### src/rtl/plp_bus_pkg.sv
// Shared bus-initiator definitions: command encodings, word stride, DMA state enum.
package plp_bus_pkg;

  localparam int unsigned ADDR_W = 32;
  localparam int unsigned DATA_W = 32;
  localparam int unsigned DRW_W  = 2;

  localparam logic [DRW_W-1:0]  DRW_NOP   = 2'b00;
  localparam logic [DRW_W-1:0]  DRW_WRITE = 2'b01;
  localparam logic [DRW_W-1:0]  DRW_READ  = 2'b10;

  localparam logic [ADDR_W-1:0] WORD_STRIDE = 32'd4;

  typedef enum logic [1:0] {
    ST_IDLE  = 2'd0,
    ST_READ  = 2'd1,
    ST_WRITE = 2'd2,
    ST_DONE  = 2'd3
  } dma_state_e;

  // One initiator beat as driven onto the bus.
  typedef struct packed {
    logic [ADDR_W-1:0] addr;
    logic [DRW_W-1:0]  drw;
    logic [DATA_W-1:0] wdata;
  } bus_cmd_t;

  function automatic logic [ADDR_W-1:0] word_align(input logic [ADDR_W-1:0] a);
    return a & ~ADDR_W'(3);
  endfunction

endpackage

### src/rtl/bus_dma_master.sv
// Second bus initiator copying a block of words read-then-write, ascending,
// with a one-cycle done pulse on completion or abort.
module bus_dma_master
  import plp_bus_pkg::*;
#(
  parameter int unsigned CW = 16
) (
  input  logic              clk,
  input  logic              rst,
  input  logic              start,
  input  logic              abort,
  input  logic [ADDR_W-1:0] src_addr,
  input  logic [ADDR_W-1:0] dst_addr,
  input  logic [CW-1:0]     count,
  output logic [ADDR_W-1:0] bus_daddr,
  output logic [DRW_W-1:0]  bus_drw,
  output logic [DATA_W-1:0] bus_wdata,
  input  logic [DATA_W-1:0] bus_rdata,
  input  logic              bus_stall,
  output logic              busy,
  output logic              done,
  output logic [CW-1:0]     remaining
);

  dma_state_e        state_q, state_d;
  logic [ADDR_W-1:0] src_q, src_d;
  logic [ADDR_W-1:0] dst_q, dst_d;
  logic [CW-1:0]     rem_q, rem_d;
  bus_cmd_t          cmd_q, cmd_d;
  logic              busy_q, busy_d;
  logic              done_q, done_d;
  logic              to_done;

  // State and registered outputs; synchronous active-low reset.
  always_ff @(posedge clk) begin
    if (!rst) begin
      state_q <= ST_IDLE;
      src_q   <= '0;
      dst_q   <= '0;
      rem_q   <= '0;
      cmd_q   <= '0;
      busy_q  <= 1'b0;
      done_q  <= 1'b0;
    end else begin
      state_q <= state_d;
      src_q   <= src_d;
      dst_q   <= dst_d;
      rem_q   <= rem_d;
      cmd_q   <= cmd_d;
      busy_q  <= busy_d;
      done_q  <= done_d;
    end
  end

  // Next state; the output registers are loaded with the values of the state being entered.
  always_comb begin
    state_d = state_q;
    src_d   = src_q;
    dst_d   = dst_q;
    rem_d   = rem_q;
    cmd_d   = cmd_q;
    busy_d  = busy_q;
    done_d  = 1'b0;
    to_done = 1'b0;

    unique case (state_q)
      ST_IDLE: begin
        if (start) begin
          if (count != '0) begin
            src_d      = word_align(src_addr);
            dst_d      = word_align(dst_addr);
            rem_d      = count;
            cmd_d.addr = word_align(src_addr);
            cmd_d.drw  = DRW_READ;
            busy_d     = 1'b1;
            state_d    = ST_READ;
          end else begin
            to_done = 1'b1;
          end
        end
      end

      ST_READ: begin
        if (abort) begin
          to_done = 1'b1;
        end else if (!bus_stall) begin
          src_d       = src_q + WORD_STRIDE;
          cmd_d.wdata = bus_rdata;
          cmd_d.addr  = dst_q;
          cmd_d.drw   = DRW_WRITE;
          state_d     = ST_WRITE;
        end
      end

      ST_WRITE: begin
        if (abort) begin
          to_done = 1'b1;
        end else if (!bus_stall) begin
          dst_d = dst_q + WORD_STRIDE;
          rem_d = rem_q - CW'(1);
          if (rem_q == CW'(1)) begin
            to_done = 1'b1;
          end else begin
            cmd_d.addr = src_q;
            cmd_d.drw  = DRW_READ;
            state_d    = ST_READ;
          end
        end
      end

      ST_DONE: begin
        state_d = ST_IDLE;
        src_d   = '0;
        dst_d   = '0;
        rem_d   = '0;
        cmd_d   = '0;
        busy_d  = 1'b0;
      end

      default: state_d = ST_IDLE;
    endcase

    // Completion or abort: bus goes quiet, remaining keeps the unwritten count.
    if (to_done) begin
      state_d = ST_DONE;
      done_d  = 1'b1;
      busy_d  = 1'b0;
      cmd_d   = '0;
    end
  end

  assign bus_daddr = cmd_q.addr;
  assign bus_drw   = cmd_q.drw;
  assign bus_wdata = cmd_q.wdata;
  assign busy      = busy_q;
  assign done      = done_q;
  assign remaining = rem_q;

endmodule

### config.mk
export PLATFORM = sky130hd
export DESIGN_NAME = bus_dma_master
export DESIGN_NICKNAME = d
export VERILOG_FILES = /design/src/rtl/plp_bus_pkg.sv /design/src/rtl/bus_dma_master.sv
export SDC_FILE = /design/constraint.sdc
export NUM_CORES = 1
export LEC_CHECK = 0
export ABC_AREA = 1
export CORE_MARGIN = 3
export CORE_UTILIZATION = 50
export DETAILED_ROUTE_END_ITERATION = 10
export PLACE_DENSITY_LB_ADDON = 0.3
export SYNTH_ARGS = -nofsm -noshare
export SYNTH_HDL_FRONTEND = slang
export SYNTH_SLANG_ARGS = --single-unit
### constraint.sdc
create_clock -name clk -period 1.85 [get_ports clk]
set_input_delay 0.37 -clock clk [delete_from_list [all_inputs] [get_ports clk]]
set_output_delay 0.37 -clock clk [all_outputs]
set_load 0.05 [all_outputs]
==> reports/qor.yml, run 1 <==
setup_path:
  reg2reg_slack_ps: 100
  path_common_cell: "nand2_1"
  crit_path_start: "state_q[0]"
  crit_fanout: 45
  worst_ep_required_time_ps: 2230
  cpPeakStageDelay_ps: 510
  rr_startpoint: "state_q[0]"
  start_kind: "flip-flop"
  setup.worst_path.end_class: "flip-flop"
  criticalPathCategory: "flip-flop to flip-flop"
  critPathArrivalTime_ps: 2130
  crit_chain: "nand2_2, buf_12, o211ai_1, nand4_1, nand2_1, nand2_1, inv_1"
  cp_slowest_cell: "dfxtp_1"
synthesis:
  ys_seq_elements: 144
  yosys.cell_types.count: 33
  synth-adder-area-share: 0.00540
  synth_top_family_by_area: "simple AND/OR/NAND/NOR gates"
  synthXorXnorAreaFrac: 0.00473
  ys_warn_count: 0
  synth_area_um2: 9270
  synth-edff-count: 0
  synthFlopType: "dfxtp_1"
  synth_mux_area_frac: 0
  synth_cells: 1639
  synthArstFlopShare: 0
  yosysSeqAreaShare: 0.311
  synth.avg_cell_area_um2: 5.65
  yosys.area_share.simple: 0.477
  synth-compound-area-share: 0.0965
drt:
  ant_nets: 0
  drt_iter0_markers: 1277
  wl_met3_um: 2450
  vias_per_cell: 5.45
  met1Wirelength_um: 14100
  vias: 11538
  first_pass_iters: 6
  wire_per_inst_um: 16.5
  met2_length_um: 16300
  drc: 0
  top_layer: "met5"
  totalWireLength_um: 34900
die:
  ios: 201
  start_util: 0.512
  rows: 49
  fp.dieW_um: 142
  core_um2: 18100
  die_h_um: 142
  die-area_um2: 20200
placement:
  postPlaceCellArea_um2: 11900
  numPortBuffers: 194
  place_inst: 2086
  hpwl_um: 25700
  gp_congestion: 0.986
sta:
  layout_min_cycle_time_ps: 1750
  fin_skew_ps: 11.9
  holdWs_ps: 459
  max_freq_mhz: 570
  finalSetupTns_ps: 0
  slew_violations: 0
  hold_viol: 0
  finalCritPeriodShare: 0.948
  setup_viol: 0
power:
  ir_worst_vdd_mv: 1.03
  power_density_nw_per_um2: 1710
  p_leak_nw: 6.00
hold_path:
  hold_path_class: "flip-flop to flip-flop"
  holdCritStartpoint: "bus_wdata[7]"
cells_and_area:
  layout_commonest_cell: "nand2_1"
  layout_common_cells: "nand2_1, nor2_1, buf_4"
  post_route_cells_drive_above_1_share: 0.123
  fillers: 1657
  layout.nets: 1998
  antennaDiodeCount: 0
  final_cell_area_um2: 12600
  instances_no_fill: 2118
  syn2layout_area_growth_pct: 35.8
clock_tree:
  clk_path_buf_depth: 2
  clock_sinks: 144
  cts_tree: "done"
  h-tree-depth: 4
  post_cts_buffers: 0
  cts_root_buffer: "clkbuf_16"
  numCtsBuffers: 17
  cts.clk_slew.worst_paths_ps: 70
  clk_latency_ps: 430
grt:
  overflow: 0
  grt_pass1_vias: 10755
  antenna_found_initial: 1
  grtUsageTotal: 0.333
  grt_max_degree: 51
  grt_pass1_wl_um: 54000
status:
  status: "finished clean"
flow_run:
  max_cap_violations: 0
## worst paths after layout
kind,to,depth (start not counted)
worst min register to register,bus_wdata[7],2
worst max register to register,bus_daddr[6],7
worst max-delay path,bus_daddr[6],7
worst min-delay path,bus_wdata[7],2
## flip-flops by register name (all words and copies together) (netlist names)
name       flops
bus_daddr     30
bus_drw        2
bus_wdata     32
busy           1
done           1
dst_q         30
remaining     16
src_q         30
state_q        2
## metrics by stage
step	setup slack, ps	util	total power [mW]
CTS	11.2	0.692	21.1
global placement	-359	0.660	17.3
detailed placement	-411	0.660	17.5
finish	97.0	0.696	21.5
floorplan	9.13	-	13.1
global route	-29.0	0.696	22.9
## kinds of logic (layout without fill, tap and decap cells)
family | Yosys count | in the layout
other | 1 | 2
flip-flops | 144 | 144
buffers and inverters | 242 | 491
adder cells (fa/ha/maj) | 4 | 4
AND/OR/NAND/NOR | 1084 | 1084
XOR/XNOR | 5 | 5
AO/OA/AOI/OAI | 159 | 159
## timing repair
item	4_1_cts	5_1_grt
endpoints found under the setup margin	10	100
resized for setup	10	14
hold endpoints to repair	0	0
gates cloned	0	1
hold buffers	0	0
## worst max-delay path: cells and delay by family (launching register included)
family / cells / cell delay, ps
AO/OA/AOI/OAI: 1 / 410
buffers and inverters: 2 / 270
flip-flops: 1 / 510
AND/OR/NAND/NOR: 4 / 490
## report_power, final
part           leakage [nW]  internal (mW)  switching [mW]  total [mW]
combinational          4.54           4.37            8.48        12.9
sequential             1.18           4.13            1.01        5.13
clock                 0.285           2.06            1.50        3.55
## cells in the mapped netlist, types with 7 or more instances
cell type  number  share of area
nand3_1       147          0.079
nand2_1       632           0.26
o211ai_1       29          0.023
a21oi_1        86          0.046
clkbuf_1       36          0.015
inv_1         157          0.064
buf_2          32          0.017
nand4_1        41          0.028
nor2_1        244          0.099
and2_1          9         0.0061
dfxtp_1       144           0.31
buf_1           7         0.0028
o21ai_0        35          0.019
## metal layers
metal,up-vias,GRT usage
met1,5229,0.415
met5,-,0
met4,2,0.179
li1,5631,-
met3,122,0.0558
met2,554,0.549
## final cells by class
cell class                 instances  area [um^2]  share of cell area
sequential                       144         2890               0.229
tap                              229          287              0.0228
clock inverter                    12          150              0.0119
clock buffer                      19          443              0.0352
timing repair buffer             298         2740               0.218
inverter                         162          611              0.0485
multi-input combinational       1254         5460               0.434
Note: power is estimated with default switching activity, not from simulation.
==> run 2: changes to the inputs <==
- CAP_MARGIN: default -> 20
- GPL_TIMING_DRIVEN: default -> 0
==> reports/qor.yml, run 2 (synthesized netlist as in run 1, its figures left out) <==
drt:
  met2_length_um: 17700  # was 16,300 um
  met1Wirelength_um: 14800  # was 14,100 um
  wire_per_inst_um: 17.9  # was 16.5 um
  totalWireLength_um: 37700  # was 34,900 um
  vias_per_cell: 5.54  # was 5.45
  wl_met3_um: 3350  # was 2450 um
  ant_nets: 0  # unchanged
  drt_iter0_markers: 1265  # was 1,277
  top_layer: "met4"  # was met5
  drc: 0  # unchanged
  first_pass_iters: 6  # unchanged
  vias: 11667  # was 11.5k
placement:
  numPortBuffers: 193  # was 194
  hpwl_um: 28700  # was 25,700 um
  gp_congestion: 1.05  # was 0.986
setup_path:
  criticalPathCategory: "flip-flop to output pin"  # was flip-flop to flip-flop
  crit_fanout: 6  # was 45
  rr_endpoint: "bus_daddr[7]"  # was bus_daddr[6]
  critPathTopFamily: "buffers and inverters"  # was flip-flops
  rr_startpoint: "state_q[1]"  # was state_q[0]
  endpoint: "remaining[8]"  # was bus_daddr[6]
  crit_chain: "clkdlybuf4s15_1"  # was nand2_2, buf_12, o211ai_1, nand4_1, nand2_1, nand2_1, inv_1
  cp.depth: 1  # was 7
  cp_slowest_cell: "clkdlybuf4s15_1"  # was dfxtp_1
  reg2reg_depth: 13  # was 7
  setup.worst_path.end_class: "output pin"  # was flip-flop
  crit_buf_inv: 1  # was 2
  cpPeakStageDelay_ps: 560  # was 510 ps
  start_kind: "flip-flop"  # unchanged
  critPathArrivalTime_ps: 1490  # was 2130 ps
  worst_ep_required_time_ps: 1480  # was 2230 ps
  crit_path_start: "remaining[8]"  # was state_q[0]
  reg2reg_slack_ps: 10  # was 100 ps
flow_run:
  max_cap_violations: 0  # unchanged
cells_and_area:
  layout.nets: 1984  # was 1,998
  layout_commonest_cell: "nand2_1"  # unchanged
  layout_common_cells: "nand2_1, nor2_1, inv_1"  # was nand2_1, nor2_1, buf_4
  antennaDiodeCount: 0  # unchanged
  syn2layout_area_growth_pct: 34.0  # was 35.8%
  post_route_cells_drive_above_1_share: 0.0880  # was 0.123
  largest_register_ffs: 32  # unchanged
sta:
  slew_violations: 0  # unchanged
  max_freq_mhz: 538  # was 570 MHz
  tightestPinTransition_ps: 678
  finalCritPeriodShare: 1.00  # was 0.948
  fin_skew_ps: 11.2  # was 11.9 ps
  relSlewSlack: 0.548
  setup_viol: 1  # was 0
  finalSetupTns_ps: -7.41  # was 0 ps
  setup_slack_ps: -7.41  # was 97.0 ps
  rsz0062_at_grt: "true"
  hold_viol: 0  # unchanged
  layout_min_cycle_time_ps: 1860  # was 1750 ps
grt:
  overflow: 0  # unchanged
  grtUsageTotal: 0.359  # was 0.333
  grt_pass1_wl_um: 56800  # was 54,000 um
  grt_pass1_vias: 10628  # was 10.8k
  antenna_found_initial: 0  # was 1
  grt_max_degree: 17  # was 51
die:
  core_um2: 18100  # unchanged
  start_util: 0.512  # unchanged
  fp.dieW_um: 142  # unchanged
  die-area_um2: 20200  # unchanged
  ios: 201  # unchanged
  die_h_um: 142  # unchanged
  rows: 49  # unchanged
clock_tree:
  cts.clk_slew.worst_paths_ps: 60  # was 70 ps
  h-tree-depth: 4  # unchanged
  clock_sinks: 144  # unchanged
  cts_tree: "done"  # unchanged
  numCtsBuffers: 17  # unchanged
  clk_path_buf_depth: 2  # unchanged
  cts_root_buffer: "clkbuf_16"  # unchanged
  clk_latency_ps: 440  # was 430 ps
  cts_hold_buf: 0  # unchanged
power:
  p_total_mw: 21.5  # about the same
  p_leak_nw: 5.96  # was 6.00 nW
  power_density_nw_per_um2: 1730  # was 1710 nW/um^2
  ir_worst_vdd_mv: 1.16  # was 1.03 mV
status:
  status: "finished, violations left"  # was finished clean
  violations: "negative setup slack"
hold_path:
  hold_path_class: "input pin to flip-flop"  # was flip-flop to flip-flop
run 2: changes by cell type in the layout (fill, tap and decap cells not counted), moves of 14 or more:
cell | before | now
buf_4 | 159 | 22
dlygate4sd2_1 | 10 | 79
clkbuf_1 | 1 | 19
nor2_1 | 238 | 220
buf_2 | 0 | 16
buf_12 | 15 | 0
clkbuf_2 | 0 | 14
run 2: power breakdown:
| part | total (mW) | internal, mW | switching [mW] |
|---|---|---|---|
| sequential | 5.28 | 4.15 | 1.14 |
| clock | 3.36 | 1.76 | 1.60 |
| combinational | 12.8 | 4.01 | 8.81 |
| total | 21.5 | 9.92 | 11.5 |
run 2: timing repair:
item / CTS / global route
cloned: 0 / 2
setup endpoints to repair: 224 / 142
hold endpoints to repair: 0 / 0
resized for setup: 131 / 107
setup buffers: 6 / 7
pin swaps: 1 / 12
run 2: area by class of cell:
| class | instances | area, um^2 |
|---|---|---|
| inverter | 162 | 618 |
| clock inverter | 14 | 120 |
| fill | 1710 | 5670 |
| multi-input combinational | 1254 | 5640 |
| buffer | 76 | 459 |
| sequential | 144 | 2900 |
| clock buffer | 18 | 429 |
| timing repair buffer | 208 | 1960 |
| tap | 229 | 287 |
run 2: through the flow:
stage / std cells / utilization / setup WS [ps] / instance area (um^2) / hold slack, ps
6_report: 2105 / 0.687 / -7.41 / 12400 / 370
5_1_grt: 2105 / 0.687 / -67.9 / 12400 / 389
4_1_cts: 2099 / 0.670 / -41.9 / 12100 / 459
3_5_place_dp: 2062 / 0.635 / -913 / 11500 / 451
3_3_place_gp: 2062 / 0.635 / -856 / 11500 / 448
2_1_floorplan: 1640 / - / 9.13 / 9270 / 483
run 2: how the worst min path moves through the flow:
stage,from,to,cells after the start
after floorplan,dst_q[11],dst_q[11],2
after global placement,bus_wdata[2],bus_wdata[2],2
after detailed placement,bus_wdata[31],bus_wdata[31],2
after CTS,bus_wdata[25],bus_wdata[25],2
after global routing,start,busy,3
final,start,busy,3
run 2: routing by layer:
metal | vias up | global-route usage
met4 | 0 | 0.176
met1 | 5304 | 0.460
li1 | 5623 | -
met3 | 112 | 0.0484
met5 | - | 0
met2 | 628 | 0.597
